## src/rtl/exe_stage_pkg.sv

```systemverilog
// Shared definitions for the execute stage: widths, ALU function codes,
// branch opcodes and a branch-decode helper.
package exe_stage_pkg;

    localparam int DATA_W = 8;
    localparam int PC_W   = 12;

    typedef enum logic [3:0] {
        ALU_ADD  = 4'd0,
        ALU_ADDC = 4'd1,
        ALU_SUB  = 4'd2,
        ALU_SUBC = 4'd3,
        ALU_AND  = 4'd4,
        ALU_OR   = 4'd5,
        ALU_XOR  = 4'd6,
        ALU_MOVB = 4'd7,
        ALU_SHL  = 4'd8,
        ALU_SHR  = 4'd9,
        ALU_ROL  = 4'd10,
        ALU_ROR  = 4'd11
    } alu_op_e;

    localparam logic [4:0] OP_BZ  = 5'b10100;
    localparam logic [4:0] OP_BNZ = 5'b10101;
    localparam logic [4:0] OP_BC  = 5'b10110;
    localparam logic [4:0] OP_BNC = 5'b10111;
    localparam logic [4:0] OP_JMP = 5'b11000;

    // Resolve a branch opcode against the committed C/Z flags.
    function automatic logic branch_cond(input logic [4:0] op, input logic c, input logic z);
        logic taken;
        taken = 1'b0;
        case (op)
            OP_BZ:   taken = z;
            OP_BNZ:  taken = ~z;
            OP_BC:   taken = c;
            OP_BNC:  taken = ~c;
            OP_JMP:  taken = 1'b1;
            default: taken = 1'b0;
        endcase
        return taken;
    endfunction

endpackage

```

## src/rtl/exe_alu.sv

```systemverilog
// Combinational 8-bit ALU. Function codes 12-15 pass operand A and leave
// the carry untouched; logic ops and MOVB also pass the carry through.
import exe_stage_pkg::*;

module exe_alu (
    input  logic [DATA_W-1:0] a_i,
    input  logic [DATA_W-1:0] b_i,
    input  logic              cin_i,
    input  logic [3:0]        alu_op_i,
    output logic [DATA_W-1:0] res_o,
    output logic              cout_o
);

    logic [DATA_W:0] sum;

    // Function select; subtraction is A + ~B + 1 (or + C), so C=1 means no borrow.
    always_comb begin
        res_o  = a_i;
        cout_o = cin_i;
        sum    = '0;
        case (alu_op_i)
            ALU_ADD: begin
                sum    = {1'b0, a_i} + {1'b0, b_i};
                res_o  = sum[DATA_W-1:0];
                cout_o = sum[DATA_W];
            end
            ALU_ADDC: begin
                sum    = {1'b0, a_i} + {1'b0, b_i} + {{DATA_W{1'b0}}, cin_i};
                res_o  = sum[DATA_W-1:0];
                cout_o = sum[DATA_W];
            end
            ALU_SUB: begin
                sum    = {1'b0, a_i} + {1'b0, ~b_i} + {{DATA_W{1'b0}}, 1'b1};
                res_o  = sum[DATA_W-1:0];
                cout_o = sum[DATA_W];
            end
            ALU_SUBC: begin
                sum    = {1'b0, a_i} + {1'b0, ~b_i} + {{DATA_W{1'b0}}, cin_i};
                res_o  = sum[DATA_W-1:0];
                cout_o = sum[DATA_W];
            end
            ALU_AND:  res_o = a_i & b_i;
            ALU_OR:   res_o = a_i | b_i;
            ALU_XOR:  res_o = a_i ^ b_i;
            ALU_MOVB: res_o = b_i;
            ALU_SHL: begin
                res_o  = {a_i[DATA_W-2:0], 1'b0};
                cout_o = a_i[DATA_W-1];
            end
            ALU_SHR: begin
                res_o  = {1'b0, a_i[DATA_W-1:1]};
                cout_o = a_i[0];
            end
            ALU_ROL: begin
                res_o  = {a_i[DATA_W-2:0], a_i[DATA_W-1]};
                cout_o = a_i[DATA_W-1];
            end
            ALU_ROR: begin
                res_o  = {a_i[0], a_i[DATA_W-1:1]};
                cout_o = a_i[0];
            end
            default: begin
                res_o  = a_i;
                cout_o = cin_i;
            end
        endcase
    end

endmodule

```

## src/rtl/exe_stage.sv

```systemverilog
// Execute stage: operand select/forwarding, ALU, committed C/Z flags,
// branch resolution against committed flags, and the EXE/MEM register.
// Optional macro EXE_FWD_EN adds WB ports and operand forwarding.
import exe_stage_pkg::*;

module exe_stage (
    input  logic              clk,
    input  logic              rst,
    input  logic              stall_IN,
    input  logic              regWr_IN,
    input  logic              memRd_IN,
    input  logic              memWr_IN,
    input  logic              cWr_IN,
    input  logic              zWr_IN,
    input  logic              immConst_IN,
    input  logic [3:0]        aluOp_IN,
    input  logic [4:0]        opCode_IN,
    input  logic [2:0]        rd_IN,
    input  logic [2:0]        rs_IN,
    input  logic [2:0]        rt_IN,
    input  logic [DATA_W-1:0] regData1_IN,
    input  logic [DATA_W-1:0] regData2_IN,
    input  logic [DATA_W-1:0] brDisp_IN,
    input  logic [PC_W-1:0]   pcPlus1_IN,
`ifdef EXE_FWD_EN
    input  logic              wbRegWr_IN,
    input  logic [2:0]        wbRd_IN,
    input  logic [DATA_W-1:0] wbData_IN,
`endif
    output logic              regWr_OUT,
    output logic              memRd_OUT,
    output logic              memWr_OUT,
    output logic [2:0]        rd_OUT,
    output logic [DATA_W-1:0] aluRes_OUT,
    output logic [DATA_W-1:0] storeData_OUT,
    output logic              brTaken_OUT,
    output logic [PC_W-1:0]   brTarget_OUT,
    output logic              flush_OUT,
    output logic              cFlag_OUT,
    output logic              zFlag_OUT
);

    logic              regWr_q, memRd_q, memWr_q;
    logic [2:0]        rd_q;
    logic [DATA_W-1:0] aluRes_q, storeData_q;
    logic              c_q, z_q;

    logic [DATA_W-1:0] op_a, fwd_b, op_b;
    logic [DATA_W-1:0] alu_res;
    logic              alu_cout;

`ifdef EXE_FWD_EN
    logic exmem_fwd_ok;
    assign exmem_fwd_ok = regWr_q & ~memRd_q;

    // Forwarding: own EXE/MEM result first (loads are not ready yet), then WB, then register file.
    always_comb begin
        op_a = regData1_IN;
        if (exmem_fwd_ok && (rd_q == rs_IN))
            op_a = aluRes_q;
        else if (wbRegWr_IN && (wbRd_IN == rs_IN))
            op_a = wbData_IN;

        fwd_b = regData2_IN;
        if (exmem_fwd_ok && (rd_q == rt_IN))
            fwd_b = aluRes_q;
        else if (wbRegWr_IN && (wbRd_IN == rt_IN))
            fwd_b = wbData_IN;
    end
`else
    logic unused_reg_addr;
    assign unused_reg_addr = ^{rs_IN, rt_IN};

    // No forwarding: operands come straight from the register file.
    always_comb begin
        op_a  = regData1_IN;
        fwd_b = regData2_IN;
    end
`endif

    assign op_b = immConst_IN ? brDisp_IN : fwd_b;

    exe_alu u_alu (
        .a_i      (op_a),
        .b_i      (op_b),
        .cin_i    (c_q),
        .alu_op_i (aluOp_IN),
        .res_o    (alu_res),
        .cout_o   (alu_cout)
    );

    // Branches look only at committed flags and are suppressed while stalled.
    always_comb begin
        brTaken_OUT  = branch_cond(opCode_IN, c_q, z_q) & ~stall_IN;
        brTarget_OUT = pcPlus1_IN + {{(PC_W-DATA_W){brDisp_IN[DATA_W-1]}}, brDisp_IN};
    end

    assign flush_OUT = brTaken_OUT;

    // EXE/MEM register and flags: load when not stalled, cleared by async reset.
    always_ff @(posedge clk or posedge rst) begin
        if (rst) begin
            regWr_q     <= 1'b0;
            memRd_q     <= 1'b0;
            memWr_q     <= 1'b0;
            rd_q        <= '0;
            aluRes_q    <= '0;
            storeData_q <= '0;
            c_q         <= 1'b0;
            z_q         <= 1'b0;
        end else if (!stall_IN) begin
            regWr_q     <= regWr_IN;
            memRd_q     <= memRd_IN;
            memWr_q     <= memWr_IN;
            rd_q        <= rd_IN;
            aluRes_q    <= alu_res;
            storeData_q <= fwd_b;
            if (cWr_IN) c_q <= alu_cout;
            if (zWr_IN) z_q <= (alu_res == '0);
        end
    end

    assign regWr_OUT     = regWr_q;
    assign memRd_OUT     = memRd_q;
    assign memWr_OUT     = memWr_q;
    assign rd_OUT        = rd_q;
    assign aluRes_OUT    = aluRes_q;
    assign storeData_OUT = storeData_q;
    assign cFlag_OUT     = c_q;
    assign zFlag_OUT     = z_q;

endmodule

```

## config.mk

```make
export PLATFORM = sky130hd
export DESIGN_NAME = exe_stage
export DESIGN_NICKNAME = d
export VERILOG_FILES = /design/src/rtl/exe_stage_pkg.sv /design/src/rtl/exe_alu.sv /design/src/rtl/exe_stage.sv
export SDC_FILE = /design/constraint.sdc
export NUM_CORES = 1
export LEC_CHECK = 0
export CAP_MARGIN = 20
export CORE_UTILIZATION = 55
export CTS_CLUSTER_SIZE = 8
export DETAILED_ROUTE_END_ITERATION = 16
export DONT_BUFFER_PORTS = 1
export PLACE_DENSITY_LB_ADDON = 0.2
export SLEW_MARGIN = 20
export SYNTH_ARGS = -nofsm -noshare
export SYNTH_HDL_FRONTEND = slang
export SYNTH_HIERARCHICAL = 1
export SYNTH_SLANG_ARGS = --single-unit
```

## constraint.sdc

```tcl
create_clock -name clk -period 3.29 [get_ports clk]
set_clock_uncertainty 0.1 [all_clocks]
set_input_delay 0.1645 -clock clk [delete_from_list [all_inputs] [get_ports clk]]
set_output_delay 0.1645 -clock clk [all_outputs]
set_load 0.01 [all_outputs]
```

# Word level (Yosys, flattened, before mapping)
# Cells that the tools add are included.
[totals]
out_inout_bits = 38
reg_bits = 24
elab_cells = 49
[op_classes]
reduce_logical = 7
eq_ne = 16
add_sub_neg = 6
n_mux = 4
bitwise = 8
[ops]
columns = ["cell", "n"]
rows = [
  ["$pmux 8 s12", 1],
  ["$eq 5x5->1 const B", 5],
  ["$add 8x8->9", 2],
  ["$add 9x1->9", 2],
  ["$eq 4x3->1 const B", 4],
  ["$eq 4x4->1 const B", 4],
  ["$add 12x12->12", 1],
  ["$add 9x1->9 const B", 1],
  ["$and 8x8->8", 1],
  ["$eq 4x2->1 const B", 2],
  ["$logic_not 8->1", 1],
  ["$mux 8", 1],
  ["$not 8->8", 1],
  ["$or 8x8->8", 1],
  ["$xor 8x8->8", 1],
  ["$pmux 1 s6", 1],
  ["$reduce_bool 6->1", 1],
  ["$pmux 1 s5", 1],
  ["$eq 4x1->1 const B", 1],
  ["$logic_not 4->1", 1],
  ["$reduce_or 2->1", 2],
  ["$not 1->1", 3],
  ["$reduce_and 3->1", 1],
  ["$reduce_and 2->1", 1],
  ["$and 1x1->1", 1],
]

# Depth between registers and ports, before layout
# Gate-level depths: netlist (run 1).
[logic_depth]
word_depth = 6
mapped_depth = 17

# Cells and area by module
# The synthesis (run 1) kept the hierarchy.
[by_module_without_submodules]
columns = ["mod", "cells_each", "area_per_inst_um2", "instances"]
rows = [
  ["exe_alu", 279, 2034.5, 1],
  ["exe_stage", 133, 1560.2, 1],
]

# Worst setup path after synthesis (run 1)
# OpenSTA, ideal clock, no wires.
[synth_timing]
kind = "in2reg"
from = "input immConst_IN"
to = "register z_q, in the netlist zFlag_OUT"
slack_ns = -0.243
n_path_buf = 1
arrival_ns = 3.351
path_stages = 16
path_cell_list = "clkbuf_1 -> mux2_2 -> inv_1 -> ha_1 -> fa_1 -> nor2b_2 -> o31ai_2 -> mux2i_1 -> o211ai_1 -> nor4_1 -> xnor2_1 -> nor3_1 -> o32a_1 -> nor4_1 -> nand3_1 -> o21ai_0"
[synth_between]
elab_chain_cells = 6
[synth_lines]
columns = ["item", "line_no", "text"]
rows = [
  ["start, declared", "exe_stage.sv:15", "input logic immConst_IN,"],
  ["$mux 8 (*)", "exe_stage.sv:81", "assign op_b = immConst_IN ? brDisp_IN : fwd_b;"],
  ["via op_b[0]", "exe_stage.sv:48", "logic [DATA_W-1:0] op_a, fwd_b, op_b;"],
  ["$not 8->8", "exe_alu.sv:33, exe_alu.sv:38", ""],
  ["$add 8x8->9", "exe_alu.sv:33, exe_alu.sv:38", ""],
  ["$add 9x1->9 (on tied branches)", "exe_alu.sv:38, exe_alu.sv:33", ""],
  ["$pmux 8 s12 (*)", "exe_alu.sv:21", "case (alu_op_i)"],
  ["via alu_res[7]", "exe_stage.sv:49", "logic [DATA_W-1:0] alu_res;"],
  ["$logic_not 8->1 (*)", "exe_stage.sv:119", "if (zWr_IN) z_q <= (alu_res == '0);"],
  ["end signal, assigned", "exe_stage.sv:119", ""],
  ["end, declared", "exe_stage.sv:46", "logic c_q, z_q;"],
]
# Mark *: on every way through the listed nets, which the timed path passes. The rest lies on a longest branch.
# A chain may end at the register's enable or synchronous reset.

# Worst setup path after layout (run 1)
[layout_timing]
from = "input immConst_IN"
to = "register z_q, in the netlist zFlag_OUT"
[layout_between]
elab_chain_cells = 6
[layout_lines]
columns = ["item", "line_no"]
rows = [
  ["$mux 8 (*)", "exe_stage.sv:81"],
  ["$not 8->8", "exe_alu.sv:33, exe_alu.sv:38"],
  ["$add 8x8->9", "exe_alu.sv:33, exe_alu.sv:38"],
  ["$add 9x1->9 (on tied branches)", "exe_alu.sv:38, exe_alu.sv:33"],
  ["$pmux 8 s12 (*)", "exe_alu.sv:21"],
  ["via alu_res[7]", "exe_stage.sv:49"],
  ["$logic_not 8->1 (*)", "exe_stage.sv:119"],
]
# Marks and branches as above.

==> results of run 1 <==
[what timing repair did]
action                                  in CTS  in global routing
hold buffers                                28                  0
endpoints found under the setup margin       0                  1
hold endpoints to repair                    46                  0
gates resized for setup                      0                  1
[logic make-up after synthesis]
kind of cell / synth area share, %
adder cells (fa/ha/maj): 15.9
XOR/XNOR: 8.74
flip-flops: 16.7
buffers and inverters: 6.44
AND/OR/NAND/NOR: 14.3
multiplexers: 15.4
AO/OA/AOI/OAI: 22.5
[sequential cells by signal, indices dropped and copies added (netlist names)]
name and flops:
aluRes_OUT 8, storeData_OUT 8, cFlag_OUT 1, regWr_OUT 1, rd_OUT 3, memWr_OUT 1, memRd_OUT 1, zFlag_OUT 1
[area by class of cell]
type	instances	share of cell area (%)
clock inverter	1	0.712
inverter	37	3.29
sequential	24	14.2
multi-input combinational	331	66.2
clock buffer	3	0.979
tap	77	2.28
timing repair buffer	60	12.3
[per-layer routing]
| metal | vias up | part of all wire [%] |
|---|---|---|
| met5 | - | 0 |
| met4 | 0 | 1.6 |
| met3 | 16 | 9.1 |
| met2 | 188 | 50 |
| met1 | 1647 | 39 |
| li1 | 1589 | - |
[worst reg2reg max path: cells and delay by family, from the launching register on]
| family | cells | cell delay, ns |
|---|---|---|
| XOR/XNOR | 1 | 0.17 |
| AND/OR/NAND/NOR | 5 | 0.90 |
| flip-flops | 1 | 0.53 |
| adder cells (fa/ha/maj) | 1 | 0.27 |
| AO/OA/AOI/OAI | 4 | 0.88 |
[where the power goes]
part           internal (mW)  switching (mW)  leakage (nW)
clock network          0.163          0.0937        0.0357
registers              0.334          0.0564         0.281
logic                  0.392           0.406          1.52
[through the flow]
stage / cell area [sq um] / setup WS [ns] / utilization (%) / TNS [ns]
floorplan: 3620 / 0.0365 / - / 0
global placement: 3860 / -0.0586 / 61.2 / -0.0586
detailed placement: 3860 / -0.194 / 61.2 / -0.223
CTS: 4210 / 0.0536 / 66.7 / 0
global route: 4220 / -0.0138 / 66.8 / -0.0138
finish: 4220 / 0.0616 / 66.8 / 0
[layout by cell type, fill, tap and decap left out, types with 9 or more instances in the layout]
cell            n
a21oi_1        33
nand2_1        18
xor2_1         10
inv_1          36
mux2i_1         9
o21ai_0        18
mux2_2         32
ha_1           40
nor2_1         24
dlygate4sd3_1  28
dfrtp_1        24
buf_4          32
xnor2_1        24
[worst max path at each step]
stage                startpoint         to  slack [ns]
global placement    immConst_IN  zFlag_OUT       -0.06
detailed placement  immConst_IN  zFlag_OUT       -0.19
floorplan           immConst_IN  zFlag_OUT        0.04
CTS                 immConst_IN  zFlag_OUT        0.05
global route        immConst_IN  zFlag_OUT       -0.01
finish              immConst_IN  zFlag_OUT        0.06
==> flow_metrics.py, run 1 <==
metrics = {
    "logic_synthesis": {
        "synthDominantCellAreaShare_pct": 16.7,
        "synth_common_cells": "41 x ha_1, 36 x inv_1, 33 x a21oi_1, 33 x mux2_2",
        "seq_area_frac_synth_pct": 16.7,
        "synthTopCellsByArea": "dfrtp_1 17%, ha_1 14%, mux2_2 10%, xnor2_1 5.8%, a21oi_1 4.6%",
        "ys_async_sr_fraction_pct": 100,
        "yosys_register_bits": 24,
        "syn_nets": 519,
        "synth_area_per_cell_sq_um": 8.72,
        "synth_ff_type": "dfrtp_1",
        "syn_inst": 412,
        "synth.distinct_cells": 69,
        "synth_edf_count": 0,
        "synthesis.area_sq_um": 3590,
        "synth_area_leader_cell": "dfrtp_1",
        "synth.most_common_cell": "ha_1",
        "yosysWarnings": 6,
    },
    "setup_path": {
        "worstPathCellList": "mux2_4 > inv_1 > ha_2 > fa_2 > nor2b_4 > o311a_1 > or4_1 > nand3_2 > nor4_2 > xnor2_1 > nor3_1 > o32a_1 > nor4_2 > nand3_1 > o21ai_0",
        "worstPathRequired_ns": 3.36,
        "endpoint_kind": "register",
        "path_max_fanout": 8,
        "crit_cells": 15,
        "crit_slowest_cell": "or4_1",
        "r2r_slack_ns": 0.35,
        "worst-setup-path-type": "primary input to register",
        "cp.arrival_ns": 3.30,
        "crit_top_cell": "nor4_2",
        "critPathBufInv": 1,
        "timing.rr.start": "cFlag_OUT",
        "worst_r2r_endpoint": "zFlag_OUT",
        "startpoint_type": "primary input",
        "critPathMaxStageDelay_ns": 0.43,
        "cp_top_family": "simple AND/OR/NAND/NOR gates",
        "worstRegToRegCells": 11,
    },
    "global_route": {
        "grt_pass1_wl_mm": 17.5,
        "track_usage_pct": 31.2,
        "antenna_found_initial": 0,
        "gr-max-usage-layer": "met2",
        "grt_max_degree": 31,
        "grt_pass1_vias": 3534,
        "use_met1_pct": 38.8,
        "grtUsageMet2_pct": 56.5,
        "met3_usage_pct": 4.47,
        "grt_overflow": 0,
    },
    "clocking": {
        "htreeDepth": 1,
        "clockRootBuffer": "clkbuf_8",
        "numCtsBuffers": 3,
        "cts_tree": "yes",
        "clockBufferDepth": 2,
        "postCtsSetupBuffers": 0,
        "clk_latency_ns": 0.26,
        "clk_pin_slew_ns": 0.09,
        "cts.sinks": 24,
    },
    "status": {
        "status": "completed",
    },
    "floorplan": {
        "rows": 29,
        "die_x_um": 82.8,
        "core_sq_um": 6310,
        "die_area_sq_um": 6860,
        "io_pins": 101,
        "die_h_um": 82.8,
        "start_util_pct": 56.9,
    },
    "placed_design": {
        "dp_hpwl_mm": 7.58,
        "io_buffer_count": 0,
        "gp_congestion": 0.886,
        "numPlacedInstances": 501,
    },
    "cells_and_area": {
        "fillers": 515,
        "instances_no_fill": 533,
        "multi_input_area_sq_um": 2790,
        "layout.nets": 564,
        "drive_gt1_share_pct": 20.4,
        "register_area_sq_um": 601,
        "synthToLayoutAreaGrowth_pct": 17.4,
        "n_antenna_cell": 0,
    },
    "sta": {
        "finalWorstPathRequiredPeriod_ns": 3.23,
        "drv_slew": 0,
        "slew_headroom_pct": 40.1,
        "whs_ns": 0.0885,
        "rsz0062_at_grt": "yes",
        "setup_viol": 0,
        "max_freq_mhz": 310,
        "finalCritPeriodShare_pct": 98.1,
        "hold_violations": 0,
        "max_slew.worst_pin.slew_ns": 0.898,
    },
    "detailed_routing": {
        "drc": 0,
        "vias": 3440,
        "viasPerCell": 6.45,
        "firstDrtPassIters": 9,
        "drt_iter0_drc": 315,
        "postRouteAntennaNets": 0,
        "wl_per_cell_um": 20.2,
        "wirelength_mm": 10.7,
    },
    "power": {
        "ir_worst_vdd_mv": 0.377,
        "p_total_mw": 1.44,
        "powerDensity_nw_per_um2": 342,
        "leakagePower_nw": 1.83,
    },
    "min_path": {
        "hp-start": "stall_IN",
        "worstHoldPathCells": 2,
        "hold_class": "primary input to register",
        "hold_end": "cFlag_OUT",
    },
    "job": {
        "drv_cap": 0,
    },
}
No activity file was read; power rests on OpenSTA's default activity.
==> run 2: changes to the inputs <==
ABC_AREA = 1   (was unset)
clock period = 3.3 ns   (was 3.29 ns; I/O delays follow)
==> run 2 against run 1 <==
Net effect: sequential share of layout area up 0.19 points; setup slack better by 0.18 ns; synthesized cell count up 52%; flip-flop and latch count unchanged; final cell count up 38%; via count up 20%; critical endpoint unchanged; largest cell class unchanged; largest power group unchanged; highest routed layer unchanged.
==> flow_metrics.py, run 2 <==
metrics = {
    "clocking": {
        "clk_latency_ns": 0.26,
        "cts_tree": "yes",
        "clockRootBuffer": "clkbuf_8",
        "clockBufferDepth": 2,
        "htreeDepth": 1,
        "cts.sinks": 24,
        "numCtsBuffers": 3,
        "clk_pin_slew_ns": 0.08,
    },
    "logic_synthesis": {
        "syn_inst": 627,
        "synth_common_cells": "191 x nand2_1, 95 x inv_1, 49 x nand3_1, 49 x nor2_1, 41 x ha_1",
        "synthTopCellsByArea": "nand2_1 19%, dfrtp_1 16%, ha_1 13%, inv_1 9.2%, nand3_1 6.4%",
        "synth_area_leader_cell": "nand2_1",
        "synth_ff_type": "dfrtp_1",
        "synthesis.area_sq_um": 3860,
        "yosys_register_bits": 24,
        "seq_area_frac_synth_pct": 15.6,
        "synth_area_per_cell_sq_um": 6.16,
        "synthDominantCellAreaShare_pct": 18.6,
        "ys_async_sr_fraction_pct": 100,
        "yosysWarnings": 6,
        "synth.most_common_cell": "nand2_1",
        "syn_nets": 734,
        "synth_edf_count": 0,
        "synth.distinct_cells": 47,
    },
    "global_route": {
        "track_usage_pct": 28.8,
        "grt_pass1_vias": 3628,
        "grt_overflow": 0,
        "antenna_found_initial": 0,
        "grt_pass1_wl_mm": 16.9,
        "grt_max_degree": 37,
    },
    "setup_path": {
        "worst-setup-path-type": "primary input to register",
        "cp.arrival_ns": 3.14,
        "path_max_fanout": 9,
        "startpoint_type": "primary input",
        "endpoint_kind": "register",
        "worstPathRequired_ns": 3.38,
    },
    "floorplan": {
        "die_area_sq_um": 7360,
        "die_x_um": 85.8,
        "core_sq_um": 6790,
        "die_h_um": 85.8,
        "io_pins": 101,
        "rows": 30,
        "start_util_pct": 56.8,
    },
    "detailed_routing": {
        "wl_per_cell_um": 14.9,
        "drt_iter0_drc": 358,
        "firstDrtPassIters": 5,
        "drc": 0,
        "wirelength_mm": 10.9,
        "viasPerCell": 5.62,
        "vias": 4125,
        "postRouteAntennaNets": 0,
    },
    "placed_design": {
        "numPlacedInstances": 713,
        "io_buffer_count": 0,
        "place_area_sq_um": 3910,
        "gp_congestion": 0.958,
        "dp_hpwl_mm": 8.91,
    },
    "sta": {
        "rsz0062_at_grt": "no",
        "max_freq_mhz": 327,
        "max_slew.worst_pin.slew_ns": 1.04,
        "slew_headroom_pct": 30.3,
        "hold_violations": 0,
        "setup_viol": 0,
        "drv_slew": 0,
        "tns_ns": 0,
        "finalCritPeriodShare_pct": 92.8,
        "finalWorstPathRequiredPeriod_ns": 3.06,
    },
    "cells_and_area": {
        "n_antenna_cell": 0,
        "layout.nets": 746,
        "instances_no_fill": 734,
        "drive_gt1_share_pct": 8.15,
        "final_area_sq_um": 4160,
        "layout_common_cells": "191 x nand2_1, 95 x inv_1, 49 x nand3_1, 49 x nor2_1, 38 x ha_1",
        "synthToLayoutAreaGrowth_pct": 7.84,
        "final_util_pct": 61.3,
        "layout_commonest_cell": "nand2_1",
    },
    "job": {
        "drv_cap": 0,
    },
    "power": {
        "leakagePower_nw": 2.19,
        "ir_worst_vdd_mv": 0.194,
        "switching_power_mw": 0.587,
        "p_clk_share_pct": 15.6,
        "seqPwrFrac_pct": 29.6,
        "combPwrFrac_pct": 54.8,
        "p_int_mw": 0.671,
        "powerDensity_nw_per_um2": 302,
        "switching_share_pct": 46.7,
    },
    "min_path": {
        "hold_class": "primary input to register",
    },
    "status": {
        "status": "completed",
    },
}
## run 2: path summary, 6_finish.rpt
kind	cells past startpoint	slack, ns	end	startpoint
setup / recovery	19	0.24	zFlag_OUT	regData2_IN[4]
hold / removal	3	0.01	zFlag_OUT	stall_IN
setup reg to reg	14	0.83	zFlag_OUT	cFlag_OUT
hold reg to reg	2	0.45	rd_OUT[2]	rd_OUT[2]
max in group asynchronous	2	2.10	aluRes_OUT[6]	rst
min in group asynchronous	2	0.45	storeData_OUT[6]	rst
## run 2: layout make-up
class                      count  area, sq um
clock buffer                   4         55.1
fill                         647         2630
inverter                     104          395
multi-input combinational    487         2810
sequential                    24          601
tap                           96          120
timing repair buffer          19          185
## run 2: power groups by stage
stage / Clock (mW) / Sequential (mW) / Combinational, mW
6_report: 0.196 / 0.373 / 0.690
5_1_grt: 0.212 / 0.376 / 0.767
4_1_cts: 0.200 / 0.373 / 0.672
3_5_place_dp: 0 / 0.379 / 0.648
3_3_place_gp: 0 / 0.377 / 0.633
2_1_floorplan: 0 / 0.369 / 0.540
## run 2: critical path: stages
cell and delay [ns]:
dlygate4sd3_1 0.53, inv_1 0.07, o21ai_0 0.24, inv_1 0.10
ha_2 0.47, inv_2 0.11, a21oi_1 0.17, nand3_1 0.10
nand2_1 0.11, nand2_4 0.11, nor2_2 0.18, nand2_1 0.07
nand3_1 0.08, nand2_1 0.06, nor2_1 0.13, nand3_1 0.10
inv_1 0.11, nand4_1 0.09, o22ai_1 0.13
## run 2: cells by family after synthesis
logic type	after synthesis	synth area share [%]
AND/OR/NAND/NOR	340	40.2
buffers and inverters	116	12.4
AO/OA/AOI/OAI	94	14.9
adder cells (fa/ha/maj)	44	14.8
flip-flops	24	15.6
XOR/XNOR	9	2.04
## run 2: through the flow
step	worst slack [ns]	power, mW	hold slack [ns]
after global routing	0.0185	1.36	0.00951
after detailed placement	0.238	1.03	0.177
final	0.238	1.26	0.0109
after floorplan	0.663	0.909	0.0796
after CTS	0.0670	1.25	0.00612
after global placement	0.342	1.01	0.175
## run 2: what timing repair did
action	in CTS	in global routing
buffers inserted	0	0
hold buffers	17	0
hold endpoints to repair	47	0
setup endpoints to repair	0	6
gates resized for setup	0	8
## run 2: routing by layer
layer	part of all wire, %	vias to the layer above	routed length (um)	GRT usage, %
met3	8.2	10	900	4.52
met2	47	182	5130	48.8
li1	-	2051	-	-
met1	44	1882	4790	39.5
met5	0	-	0	0
met4	1.1	0	121	4.55
